### src/rtl/shifter_sll_seq.sv
// Sequential 32-bit logical-left shifter for SLL/SLLV: resolves one shift-amount
// bit per clock through a single 1/2/4/8/16 stage, with a start/busy/done handshake.
module shifter_sll_seq #(
    parameter bit EARLY_EXIT = 1'b0
) (
    input  logic        clk,
    input  logic        reset,
    input  logic        start,
    input  logic [31:0] dataA,
    input  logic [31:0] dataB,
    output logic [31:0] dataOut,
    output logic        busy,
    output logic        done
);

    typedef enum logic {
        IDLE,
        SHIFT
    } state_t;

    state_t      state;
    logic [31:0] w;
    logic [4:0]  sh;
    logic [2:0]  k;

    logic [31:0] stage_shift;
    logic [31:0] w_next;
    logic [4:0]  sh_rem;
    logic        last_stage;

    // Only dataB[4:0] carries the shift amount.
    logic unused_dataB_hi;
    assign unused_dataB_hi = ^dataB[31:5];

    // One shared stage: k selects a shift of 2^k, applied only when sh[k] is set.
    always_comb begin
        // NOTE: every combinational output gets a default first so no path leaves it unassigned (no latch).
        stage_shift = w;
        case (k)
            3'd0:    stage_shift = {w[30:0], 1'b0};
            3'd1:    stage_shift = {w[29:0], 2'b0};
            3'd2:    stage_shift = {w[27:0], 4'b0};
            3'd3:    stage_shift = {w[23:0], 8'b0};
            default: stage_shift = {w[15:0], 16'b0};
        endcase
        w_next     = sh[k] ? stage_shift : w;
        sh_rem     = sh >> k;
        last_stage = (k == 3'd4) || (EARLY_EXIT && (sh_rem[4:1] == 4'd0));
    end

    always_ff @(posedge clk) begin
        if (reset) begin
            state   <= IDLE;
            w       <= '0;
            sh      <= '0;
            k       <= '0;
            dataOut <= '0;
            done    <= 1'b0;
        end else begin
            // NOTE: sequential state uses non-blocking assignments so all registers update together.
            done <= 1'b0;
            case (state)
                IDLE: begin
                    if (start) begin
                        w     <= dataA;
                        sh    <= dataB[4:0];
                        k     <= '0;
                        state <= SHIFT;
                    end
                end
                SHIFT: begin
                    w <= w_next;
                    k <= k + 3'd1;
                    if (last_stage) begin
                        dataOut <= w_next;
                        done    <= 1'b1;
                        state   <= IDLE;
                    end
                end
                default: state <= IDLE;
            endcase
        end
    end

    assign busy = (state == SHIFT);

endmodule

### config.mk
export PLATFORM = sky130hd
export DESIGN_NAME = shifter_sll_seq
export DESIGN_NICKNAME = d
export VERILOG_FILES = /design/src/rtl/shifter_sll_seq.sv
export SDC_FILE = /design/constraint.sdc
export NUM_CORES = 1
export LEC_CHECK = 0
export CAP_MARGIN = 20
export CORE_UTILIZATION = 50
export CTS_BUF_LIST = sky130_fd_sc_hd__clkbuf_16
export CTS_CLUSTER_DIAMETER = 40
export CTS_CLUSTER_SIZE = 30
export DETAILED_ROUTE_END_ITERATION = 8
export PLACE_DENSITY = 0.89
export SETUP_SLACK_MARGIN = 0.2
export SYNTH_ARGS = -nofsm -noshare
export SYNTH_HDL_FRONTEND = slang
export SYNTH_SLANG_ARGS = --single-unit
### constraint.sdc
create_clock -name clk -period 5.2 [get_ports clk]
set_input_delay 0.52 -clock clk [delete_from_list [all_inputs] [get_ports clk]]
set_output_delay 0.52 -clock clk [all_outputs]
set_load 0.01 [all_outputs]
## Word level (Yosys, flattened, before mapping)

Index checks and enable logic that the tools add are counted.

- Bits of input ports: 67
- Register bits after elaboration: 74
- Output and inout port bits: 34

- Bitwise gates (word level): 1
- $add $sub $neg: 1
- Equality and inequality tests: 5
- Order comparisons: 1
- Reductions and logical operators: 4
- Multiplexer cells: 12

Operators with widths:

| cell | number |
|---|---|
| $pmux W32 S4 | 1 |
| $mux W32 | 2 |
| $pmux W32 S2 | 1 |
| $eq A3 B2 Y1 const B | 2 |
| $pmux W3 S2 | 1 |
| $lt A3 B4 Y1 const B | 1 |
| $mux W1 | 4 |
| $reduce_and A2 Y1 | 2 |
| $add A3 B1 Y3 const B | 1 |
| $bmux W1 S3 | 1 |
| $eq A3 B1 Y1 const B | 1 |
| $eq A3 B3 Y1 const B | 1 |
| $logic_not A3 Y1 | 1 |
| $mux W3 | 1 |
| $ne A2 B2 Y1 const B | 1 |
| $pmux W1 S2 | 1 |
| $reduce_or A2 Y1 | 1 |
| $not A1 Y1 | 1 |

## Longest topological paths before layout

Gate-level depths: netlist of run 1.

- Depth in word-level cells: 4
- Mapped depth: 9
- Depth with buffers taken out: 7

## Least setup slack after synthesis of run 1

OpenSTA, ideal clock, no wires.

- Path kind: register to register
- Start point: register k[0]
- End point: register w[25]
- Data arrival time: 1929 ps
- Stages on the path, launching flop included: 10
- Required time: 5059 ps
- Slack: 3130 ps
- Library setup time: 141 ps
- Cells stage by stage: dfxtp_1 inv_1 ha_1 buf_2 buf_6 a222oi_1 nor2_1 a221o_2 a22oi_1 a21oi_1

- Word-level cells in the longest chain between the ends: 4
- Elaborated cells on any way between the ends: 9
- Classes of those cells: 3 x eq/ne; 5 x mux; 1 x reduce/logical

RTL lines:

| element | RTL line | source |
|---|---|---|
| start, declared | 24 | `logic [2:0] k;` |
| start signal, assigned | 73 | `k <= k + 3'd1;` |
| $bmux W1 S3 (tied with other cells) | 46 | `w_next = sh[k] ? stage_shift : w;` |
| $mux W1 (not written as such) or $pmux W32 S4 (tied branches) | 46, 39 |  |
| $mux W32 * | 46 |  |
| $pmux W32 S2 * | 62 | `case (state)` |
| end signal, assigned | 65 | `w <= dataA;` |
| end signal, assigned | 72 | `w <= w_next;` |
| end, declared | 22 | `logic [31:0] w;` |

Mark *: on every way between the ends. The rest lies on a longest branch, timed or not. The select of a mux whose other input is x is not followed.
A chain may end at the register's enable or synchronous reset.

## Worst setup path in the final report of run 1

- Start point: register k[0]
- End point: register w[30]

The elaborated chain is that of the path after synthesis.

==> flow_summary_export.csv, run 1 <==
group,metric,value,unit
power_and_ir_drop,comb_power_share,13.8,%
power_and_ir_drop,p_leak,0.001681,µW
timing,maxSlewViolCount,0,
synthesis,avgSynthCellArea,8.896,µm²
timing,setup_viol_count_final,0,
synthesis,yosys_register_bits,74,
setup_path,endpoint_kind,"flop",
synthesis,synth_area,0.003896,mm²
global_route,gr-usage-all-layers,26.75,%
synthesis,yosysSeqAreaShare,38.02,%
hold_path,min-delay-start,"dataOut[15]",
cts,cts-root-buf,"clkbuf_16",
power_and_ir_drop,intPower,1158,µW
die,die_x,90.28,µm
setup_path,critPathKind,"flop to flop",
timing,rsz0062_at_grt,"no",
die,die_y,90.28,µm
cts,cts_resized,0,
setup_path,worstPathRequired,5460,ps
final_layout,syn_to_final_growth,27.14,%
hold_path,min_to,"dataOut[15]",
global_route,grt_max_degree,43,
detailed_routing,drcViolationCount,17,
global_route,grt_pass1_vias,3584,
synthesis,synthCells,438,
cts,hold_buffers,0,
timing,finalCriticalPeriod,2765,ps
power_and_ir_drop,pwr-share-seq,40.5,%
flow_run,max_cap_viol_count,0,
detailed_routing,wl,10930,µm
die,dieArea,0.008150,mm²
setup_path,crit_arrival,3030,ps
global_route,gr-total-overflow,0,
synthesis,synthDistinctLibCells,44,
power_and_ir_drop,worst_ir_drop_vdd,0.1755,mV
detailed_routing,vias_per_cell,6.490,
cts,post_cts_buffers,0,
cts,cts.path.max_buffers,2,
final_layout,diodes,0,
synthesis,syn-num-nets,510,
setup_path,cpMaxStageDelayCell,"ha_1",
cts,clock_latency,330,ps
setup_path,ff2ff_path_depth,7,
synthesis,synth_top_cell_by_area,"dfxtp_1",
global_route,antenna_found_initial,0,
setup_path,start_kind,"flop",
die,coreArea,0.007408,mm²
setup_path,rr_startpoint,"k[0]",
cts,h-tree-depth,3,
run_status,status,"complete, but fails checks",
timing,fmax,361.7,MHz
cts,clock_sinks,74,
run_status,violations,"DRC",
die,initial_core_util,52.59,%
setup_path,cp_max_fo,29,
setup_path,slowest_delay,580,ps
power_and_ir_drop,power_switching,396.0,µW
setup_path,r2r-end,"w[30]",
detailed_routing,drt_first_pass_iters,9,
cts,numCtsBuffers,9,
placed_design,port_buffers,73,
global_route,grt_pass1_wl,17560,µm
power_and_ir_drop,power.share.clock,45.7,%
synthesis,ys_warn_count,0,
detailed_routing,vias,3777,
timing,fin_skew,4.732,ps
die,rows,31,
timing,setup_tns,0,ps
cts,cts_tree,"done",
timing,timing.final.crit_share,53.17,%
final_layout,drive_gt1_share,11.18,%
timing,worst_slew_pin_slew,1160,ps
synthesis,synth_area_leaders,"dfxtp_1 (38%), a222oi_1 (9.0%), mux2i_1 (8.2%), nand2_1 (5.7%), o21ai_1 (4.1%)",
hold_path,whs_path_depth,2,
synthesis,yosysTopAreaCellShare,38.02,%
detailed_routing,drtIter0Drc,862,
final_layout,final_net_count,550,
timing,finalHoldViolCount,0,
cts,cts.clk_slew.worst_paths,60,ps
detailed_routing,avgRoutedWirePerCell,18.77,µm
placed_design,dp.final_hpwl,6700,µm
setup_path,rrSetupSlack,2440,ps
power_and_ir_drop,switching_share,25.49,%
die,io_pins,101,
hold_path,hp-class,"flop to flop",
setup_path,crit_chain,"inv_1 > ha_1 > or3_4 > a21oi_4 > a221o_1 > a22oi_1 > a21oi_1",
detailed_routing,detail-route-antenna-nets,0,
timing,relSlewSlack,22.65,%
power_and_ir_drop,power_density,313.7,mW/mm²
final_layout,utilization,66.86,%
placed_design,gp_congestion,0.9044,
how the worst max path moves through the flow:
stage | from | endpoint | slack (ps)
after global placement | k[2] | w[21] | 2190
after global routing | k[0] | w[30] | 2270
after detailed placement | k[2] | w[16] | 2160
after floorplan | k[0] | w[25] | 3130
final | k[0] | w[30] | 2440
after CTS | k[2] | dataOut[5] | 2110
registers in the layout, indices dropped and copies added, names as in the netlist:
register	flops
dataOut	32
w	32
sh	5
k	3
busy	1
done	1
logic make-up after synthesis:
kind of cell	synth area share, %
multiplexers	8.895
buffers and inverters	6.551
flip-flops	38.02
AO/OA/AOI/OAI	31.92
adder cells (fa/ha/maj)	1.606
AND/OR/NAND/NOR	13.01
Yosys cell counts (all sizes together):
library cell,count
nand3,2
a22o,9
a31o,1
a22oi,18
and3,1
nor3,1
nor2b,9
or2,2
inv,5
mux2i,32
a32oi,1
nand2,60
o31a,1
mux2,2
or3,1
a31oi,2
a222oi,35
dfxtp,74
o21ai,32
a221o,15
a21oi,24
and4bb,1
buf,18
a211oi,16
clkbuf,32
and2,1
nand3b,1
nand2b,2
ha,5
nor2,35
through the flow:
| step | area (µm²) | instances | hold slack [ps] | setup slack (ps) | total power [µW] |
|---|---|---|---|---|---|
| floorplan | 3896 | 438 | 431.9 | 3130 | 775.5 |
| global placement | 4546 | 563 | 435.5 | 2191 | 832.6 |
| detailed placement | 4546 | 563 | 440.1 | 2161 | 841.1 |
| CTS | 4887 | 579 | 448.1 | 2112 | 1549 |
| global route | 4954 | 582 | 464.3 | 2272 | 1608 |
| finish | 4954 | 582 | 443.6 | 2435 | 1554 |
area by class of cell:
cell class | count | area [µm²]
fill | 577 | 2455
inverter | 5 | 18.77
timing repair buffer | 79 | 819.5
sequential | 74 | 1481
multi-input combinational | 309 | 2168
tap | 99 | 123.9
clock inverter | 7 | 116.4
clock buffer | 9 | 225.2
worst max-delay path: cells and delay by family (launching register included):
kind / cells / cell delay (ps)
fa+ha+maj: 1 / 580
buf+inv: 1 / 150
flops: 1 / 490
compound gates: 4 / 920
simple gates: 1 / 550
placed cells by master (no fill, tap or decap), types with 2 or more instances in the layout:
cell,count
clkinv_2,2
a221o_1,10
a21oi_1,13
a22o_1,9
a222oi_1,35
inv_1,4
o21ai_1,32
a221o_2,5
clkbuf_16,9
nand2_1,59
buf_16,2
a22oi_1,14
a211oi_1,16
mux2i_1,32
a21oi_2,10
a22oi_2,4
nor2_1,34
nand2b_1,2
bufinv_16,3
dfxtp_1,74
clkdlybuf4s50_1,73
nor2b_1,8
buf_4,3
ha_1,5
power groups by stage:
| stage | combinational, µW | clock, µW | sequential [µW] |
|---|---|---|---|
| after floorplan | 160 | 0 | 615 |
| after global placement | 196 | 0 | 637 |
| final | 214 | 710 | 629 |
| after global routing | 230 | 746 | 631 |
| after detailed placement | 203 | 0 | 638 |
| after CTS | 205 | 717 | 627 |
metal layers:
layer | global-route usage (%) | part of all wire [%]
met5 | 0 | 0
met4 | 12.50 | 2.5
met3 | 4.545 | 8.6
met2 | 44.91 | 48
met1 | 33.39 | 41
Power figures use the tool's default switching activity.
==> run 2, diff against run 1 <==
--- a/config.mk
+++ b/config.mk
@@ -6,12 +6,12 @@
 export NUM_CORES = 1
 export LEC_CHECK = 0
 export CAP_MARGIN = 20
-export CORE_UTILIZATION = 50
+export CORE_UTILIZATION = 44
 export CTS_BUF_LIST = sky130_fd_sc_hd__clkbuf_16
 export CTS_CLUSTER_DIAMETER = 40
 export CTS_CLUSTER_SIZE = 30
 export DETAILED_ROUTE_END_ITERATION = 8
-export PLACE_DENSITY = 0.89
+export PLACE_DENSITY = 0.83
 export SETUP_SLACK_MARGIN = 0.2
 export SYNTH_ARGS = -nofsm -noshare
 export SYNTH_HDL_FRONTEND = slang
==> constraint.sdc (replaced) <==
create_clock -name clk -period 2.3 [get_ports clk]
set_input_delay 0.23 -clock clk [delete_from_list [all_inputs] [get_ports clk]]
set_output_delay 0.23 -clock clk [all_outputs]
set_load 0.01 [all_outputs]
==> flow_summary_export.csv, run 2 (synthesized netlist as in run 1, its figures left out) <==
group,metric,value,unit
run_status,status,"complete, but fails checks",
run_status,violations,"DRC",
timing,maxSlewViolCount,0,
timing,relSlewSlack,49.01,%
cts,clock_sinks,74,
power_and_ir_drop,totalPowerFinal,3448,µW
timing,finalCriticalPeriod,2002,ps
global_route,grt_max_degree,29,
detailed_routing,drcViolationCount,1,
final_layout,fillers,703,
timing,rsz0062_at_grt,"no",
power_and_ir_drop,worst_ir_drop_vdd,0.3585,mV
flow_run,max_cap_viol_count,0,
detailed_routing,vias_per_cell,6.248,
setup_path,rrSetupSlack,300,ps
final_layout,top_regs,"dataOut (32), w (32), sh (5)",
cts,cts.clk_slew.worst_paths,60,ps
final_layout,final_net_count,567,
setup_path,crit_arrival,2220,ps
die,coreArea,0.008382,mm²
timing,fmax,499.6,MHz
final_layout,final_cell_mix,"clkdlybuf4s50_1 (73), dfxtp_1 (72), nand2_1 (59)",
final_layout,final_common_cell,"clkdlybuf4s50_1",
power_and_ir_drop,p_leak,0.001741,µW
timing,finalHoldViolCount,0,
global_route,grt_pass1_wl,17970,µm
cts,clock_latency,340,ps
final_layout,drive_gt1_share,15.60,%
final_layout,syn_to_final_growth,30.12,%
die,die_y,96.10,µm
die,rows,33,
cts,cts.path.max_buffers,2,
timing,setup_viol_count_final,0,
placed_design,port_buffers,73,
die,initial_core_util,46.48,%
setup_path,endpoint_kind,"flop",
setup_path,worstPathRequired,2520,ps
hold_path,hp-class,"primary input to flop",
cts,cts-root-buf,"clkbuf_16",
global_route,antenna_found_initial,0,
placed_design,post-place-cells,587,
setup_path,start_kind,"flop",
placed_design,gp_congestion,0.9181,
placed_design,dp.final_hpwl,7416,µm
setup_path,critPathKind,"flop to flop",
die,die_x,96.10,µm
cts,h-tree-depth,3,
timing,hold_slack,438.8,ps
detailed_routing,drtIter0Drc,569,
detailed_routing,avgRoutedWirePerCell,18.27,µm
global_route,grt_pass1_vias,3523,
global_route,gr-usage-all-layers,25.36,%
final_layout,diodes,0,
timing,worst_slew_pin_slew,763.2,ps
cts,hold_buffers,0,
timing,fin_skew,4.703,ps
detailed_routing,wl,11050,µm
detailed_routing,drt_first_pass_iters,9,
setup_path,cp_max_fo,12,
detailed_routing,vias,3780,
cts,numCtsBuffers,9,
timing,timing.final.crit_share,87.02,%
setup_path,rr_startpoint,"k[1]",
cts,cts_tree,"done",
die,dieArea,0.009235,mm²
global_route,gr-total-overflow,0,
hold_path,min-delay-start,"dataB[0]",
timing,setup_tns,0,ps
setup_path,crit_start,"k[1]",
power_and_ir_drop,power_density,680.1,mW/mm²
final_layout,fin_cells,605,
final_layout,utilization,60.49,%
die,io_pins,101,
detailed_routing,detail-route-antenna-nets,0,
run 2: cell types whose count changed in the layout (fill, tap and decap cells not counted), moves of 2 or more:
| cell | before | now |
|---|---|---|
| buf_16 | 2 | 0 |
| a22oi_1 | 14 | 12 |
| a22oi_2 | 4 | 6 |
| ha_2 | 0 | 2 |
| dfxtp_1 | 74 | 72 |
| buf_4 | 3 | 22 |
| clkinv_2 | 2 | 0 |
| ha_1 | 5 | 3 |
run 2: through the flow:
stage / worst slack [ps] / cell area, µm²
global placement: 109.7 / 4688
global route: 133.5 / 5070
finish: 298.5 / 5070
detailed placement: 27.68 / 4688
floorplan: 229.7 / 3896
CTS: 205.3 / 5046
run 2: area by class of cell:
class / count / area [µm²] / share of cell area, %
multi-input cells: 309 / 2196 / 43.31
flip-flops and latches: 74 / 1486 / 29.32
repair buffers: 96 / 910.9 / 17.97
clock buffers: 9 / 225.2 / 4.442
well taps: 105 / 131.4 / 2.591
clock inverters: 7 / 101.3 / 1.999
inverters: 5 / 18.77 / 0.3702
run 2: where the power goes:
group          internal, µW  switching [µW]  leakage, µW  total (µW)
clock network           959             568     0.000153        1530
logic                   243             267     0.000985         510
registers              1330            83.4     0.000604        1410
run 2: worst paths after layout:
path,endpoint,cells after the start
worst max-delay path,dataOut[9],6
worst min-delay path,sh[0],3
worst max register to register,dataOut[9],6
worst min register to register,dataOut[13],2
run 2: timing repair:
action	CTS	global route
endpoints found under the setup margin	48	48
pin swaps	1	3
buffers inserted	2	0
gates cloned	0	0
gates resized for setup	4	8
run 2: routing by layer:
metal | vias up | wire, µm | track usage (%)
li1 | 1775 | - | -
met1 | 1782 | 4775 | 33.20
met2 | 199 | 5216 | 40.01
met3 | 24 | 834 | 5.608
met4 | 0 | 225 | 10.82
met5 | - | 0 | 0
run 2: critical path, stage by stage, from the launching register on:
cell and delay (ps):
dfxtp_2 400, mux2_4 330, a31oi_4 260, nand2_2 290, buf_4 300, mux2i_1 230
o21ai_1 80
==> run 3, diff against run 2 <==
--- a/config.mk
+++ b/config.mk
@@ -8,10 +8,10 @@
 export CAP_MARGIN = 20
 export CORE_UTILIZATION = 44
 export CTS_BUF_LIST = sky130_fd_sc_hd__clkbuf_16
-export CTS_CLUSTER_DIAMETER = 40
 export CTS_CLUSTER_SIZE = 30
 export DETAILED_ROUTE_END_ITERATION = 8
 export PLACE_DENSITY = 0.83
+export REMOVE_ABC_BUFFERS = 1
 export SETUP_SLACK_MARGIN = 0.2
 export SYNTH_ARGS = -nofsm -noshare
 export SYNTH_HDL_FRONTEND = slang
==> flow_summary_export.csv, run 3 (synthesized netlist as in run 1, its figures left out) <==
group,metric,value,unit
run_status,status,"complete, but fails checks",
run_status,violations,"DRC",
die,rows,33,
power_and_ir_drop,worst_ir_drop_vdd,0.3966,mV
setup_path,endpoint_kind,"flop",
final_layout,final_common_cell,"clkdlybuf4s50_1",
final_layout,multi_input_area,0.002183,mm²
cts,cts.clk_slew.worst_paths,60,ps
timing,setup_tns,0,ps
detailed_routing,wl,10610,µm
setup_path,crit_start,"k[1]",
power_and_ir_drop,p_leak,0.001720,µW
setup_path,crit_chain,"inv_1 > ha_1 > buf_6 > a222oi_1 > nor2_1 > a221o_1 > a22oi_1 > a21oi_2",
cts,clock_sinks,74,
flow_run,max_cap_viol_count,0,
power_and_ir_drop,switching_share,26.01,%
setup_path,slowest_delay,390,ps
die,coreArea,0.008382,mm²
setup_path,critPathKind,"flop to flop",
timing,worst_slew_pin_slew,741.5,ps
power_and_ir_drop,power_switching,884.9,µW
timing,relSlewSlack,50.45,%
die,dieArea,0.009235,mm²
timing,fmax,496.9,MHz
power_and_ir_drop,totalPowerFinal,3402,µW
die,die_x,96.10,µm
power_and_ir_drop,pwr-share-seq,41.7,%
power_and_ir_drop,power_density,677.3,mW/mm²
timing,rsz0062_at_grt,"no",
power_and_ir_drop,intPower,2517,µW
final_layout,syn_to_final_growth,28.93,%
final_layout,fillers,748,
final_layout,final_cell_mix,"clkdlybuf4s50_1 (73), dfxtp_1 (71), nand2_1 (59)",
timing,maxSlewViolCount,0,
global_route,gr-total-overflow,0,
final_layout,ff_latch_area,0.001485,mm²
setup_path,crit_arrival,2210,ps
cts,numCtsBuffers,9,
setup_path,cpMaxStageDelayCell,"dfxtp_2",
final_layout,diodes,0,
cts,clock_latency,330,ps
hold_path,hp-class,"flop to flop",
setup_path,start_kind,"flop",
power_and_ir_drop,power.share.clock,43.8,%
global_route,antenna_found_initial,0,
detailed_routing,detail-route-antenna-nets,0,
cts,cts_tree,"done",
timing,finalCriticalPeriod,2012,ps
setup_path,cp-endpoint,"w[29]",
final_layout,utilization,59.93,%
placed_design,placed_cell_area,0.004651,mm²
cts,h-tree-depth,3,
global_route,grt_pass1_vias,3353,
die,initial_core_util,46.48,%
timing,finalHoldViolCount,0,
setup_path,cp_max_fo,30,
die,die_y,96.10,µm
global_route,gr-usage-all-layers,23.39,%
final_layout,top_regs,"dataOut (32), w (32), sh (5)",
placed_design,gp_congestion,0.8874,
global_route,grt_pass1_wl,16640,µm
global_route,grt_max_degree,41,
setup_path,rrSetupSlack,290,ps
cts,hold_buffers,0,
final_layout,final_cell_area,0.005024,mm²
detailed_routing,vias_per_cell,6.215,
cts,cts.path.max_buffers,2,
detailed_routing,drcViolationCount,2,
power_and_ir_drop,comb_power_share,14.5,%
final_layout,drive_gt1_share,13.77,%
placed_design,dp.final_hpwl,6969,µm
detailed_routing,avgRoutedWirePerCell,17.71,µm
timing,setup_viol_count_final,0,
timing,fin_skew,6.295,ps
die,io_pins,101,
cts,cts-root-buf,"clkbuf_16",
timing,timing.final.crit_share,87.50,%
detailed_routing,drt_first_pass_iters,9,
placed_design,port_buffers,73,
setup_path,r2r-end,"w[29]",
setup_path,rr_startpoint,"k[1]",
final_layout,final_net_count,561,
hold_path,whs_path_depth,2,
detailed_routing,drtIter0Drc,507,
setup_path,ff2ff_path_depth,8,
detailed_routing,vias,3723,
setup_path,worstPathRequired,2500,ps
-- run 3: how the worst min path moves through the flow --
stage                              to   startpoint
after CTS                       sh[3]     dataB[3]
after global routing      dataOut[12]  dataOut[12]
after floorplan                 w[20]        reset
final                     dataOut[16]  dataOut[16]
after detailed placement  dataOut[31]  dataOut[31]
after global placement    dataOut[16]  dataOut[16]
-- run 3: layer usage --
| metal | global-route usage, % | up-vias | wire length (µm) |
|---|---|---|---|
| met1 | 29.26 | 1749 | 4448 |
| met5 | 0 | - | 0 |
| met2 | 39.42 | 200 | 5047 |
| met4 | 7.214 | 0 | 103 |
| met3 | 5.766 | 13 | 1009 |
| li1 | - | 1761 | - |
-- run 3: cell type report --
cell class | instances | share of cell area [%]
Clock buffer | 9 | 4.483
Multi-Input combinational cell | 309 | 43.46
Clock inverter | 7 | 1.868
Timing Repair Buffer | 90 | 17.63
Inverter | 5 | 0.3736
Tap cell | 105 | 2.615
Sequential cell | 74 | 29.56
-- run 3: worst max-delay path: cells and delay by family, from the launching register on --
kind | cells | cell delay (ps)
compound gates | 4 | 920
buf+inv | 2 | 280
fa+ha+maj | 1 | 220
flops | 1 | 390
simple gates | 1 | 80
-- run 3: repair_timing --
| item | 4_1_cts | 5_1_grt |
|---|---|---|
| pin swaps | 1 | 1 |
| resized for setup | 3 | 7 |
| endpoints found under the setup margin | 34 | 38 |
| setup buffers | 1 | 0 |
| endpoints found under the hold margin | 0 | 0 |
-- run 3: power groups by stage --
stage	registers, µW	logic [µW]	clock network (µW)
finish	1420	495	1490
floorplan	1410	294	0
global route	1420	537	1580
detailed placement	1440	473	0
CTS	1410	486	1510
global placement	1430	464	0
-- run 3: per-stage QoR --
step / hold slack (ps) / setup WS (ps) / cells
after floorplan: 292.4 / -546.7 / 388
after global placement: 435.9 / 157.1 / 582
after detailed placement: 442.4 / 73.91 / 582
after CTS: 449.1 / 241.2 / 599
after global routing: 464.9 / 166.4 / 599
final: 446.2 / 287.5 / 599
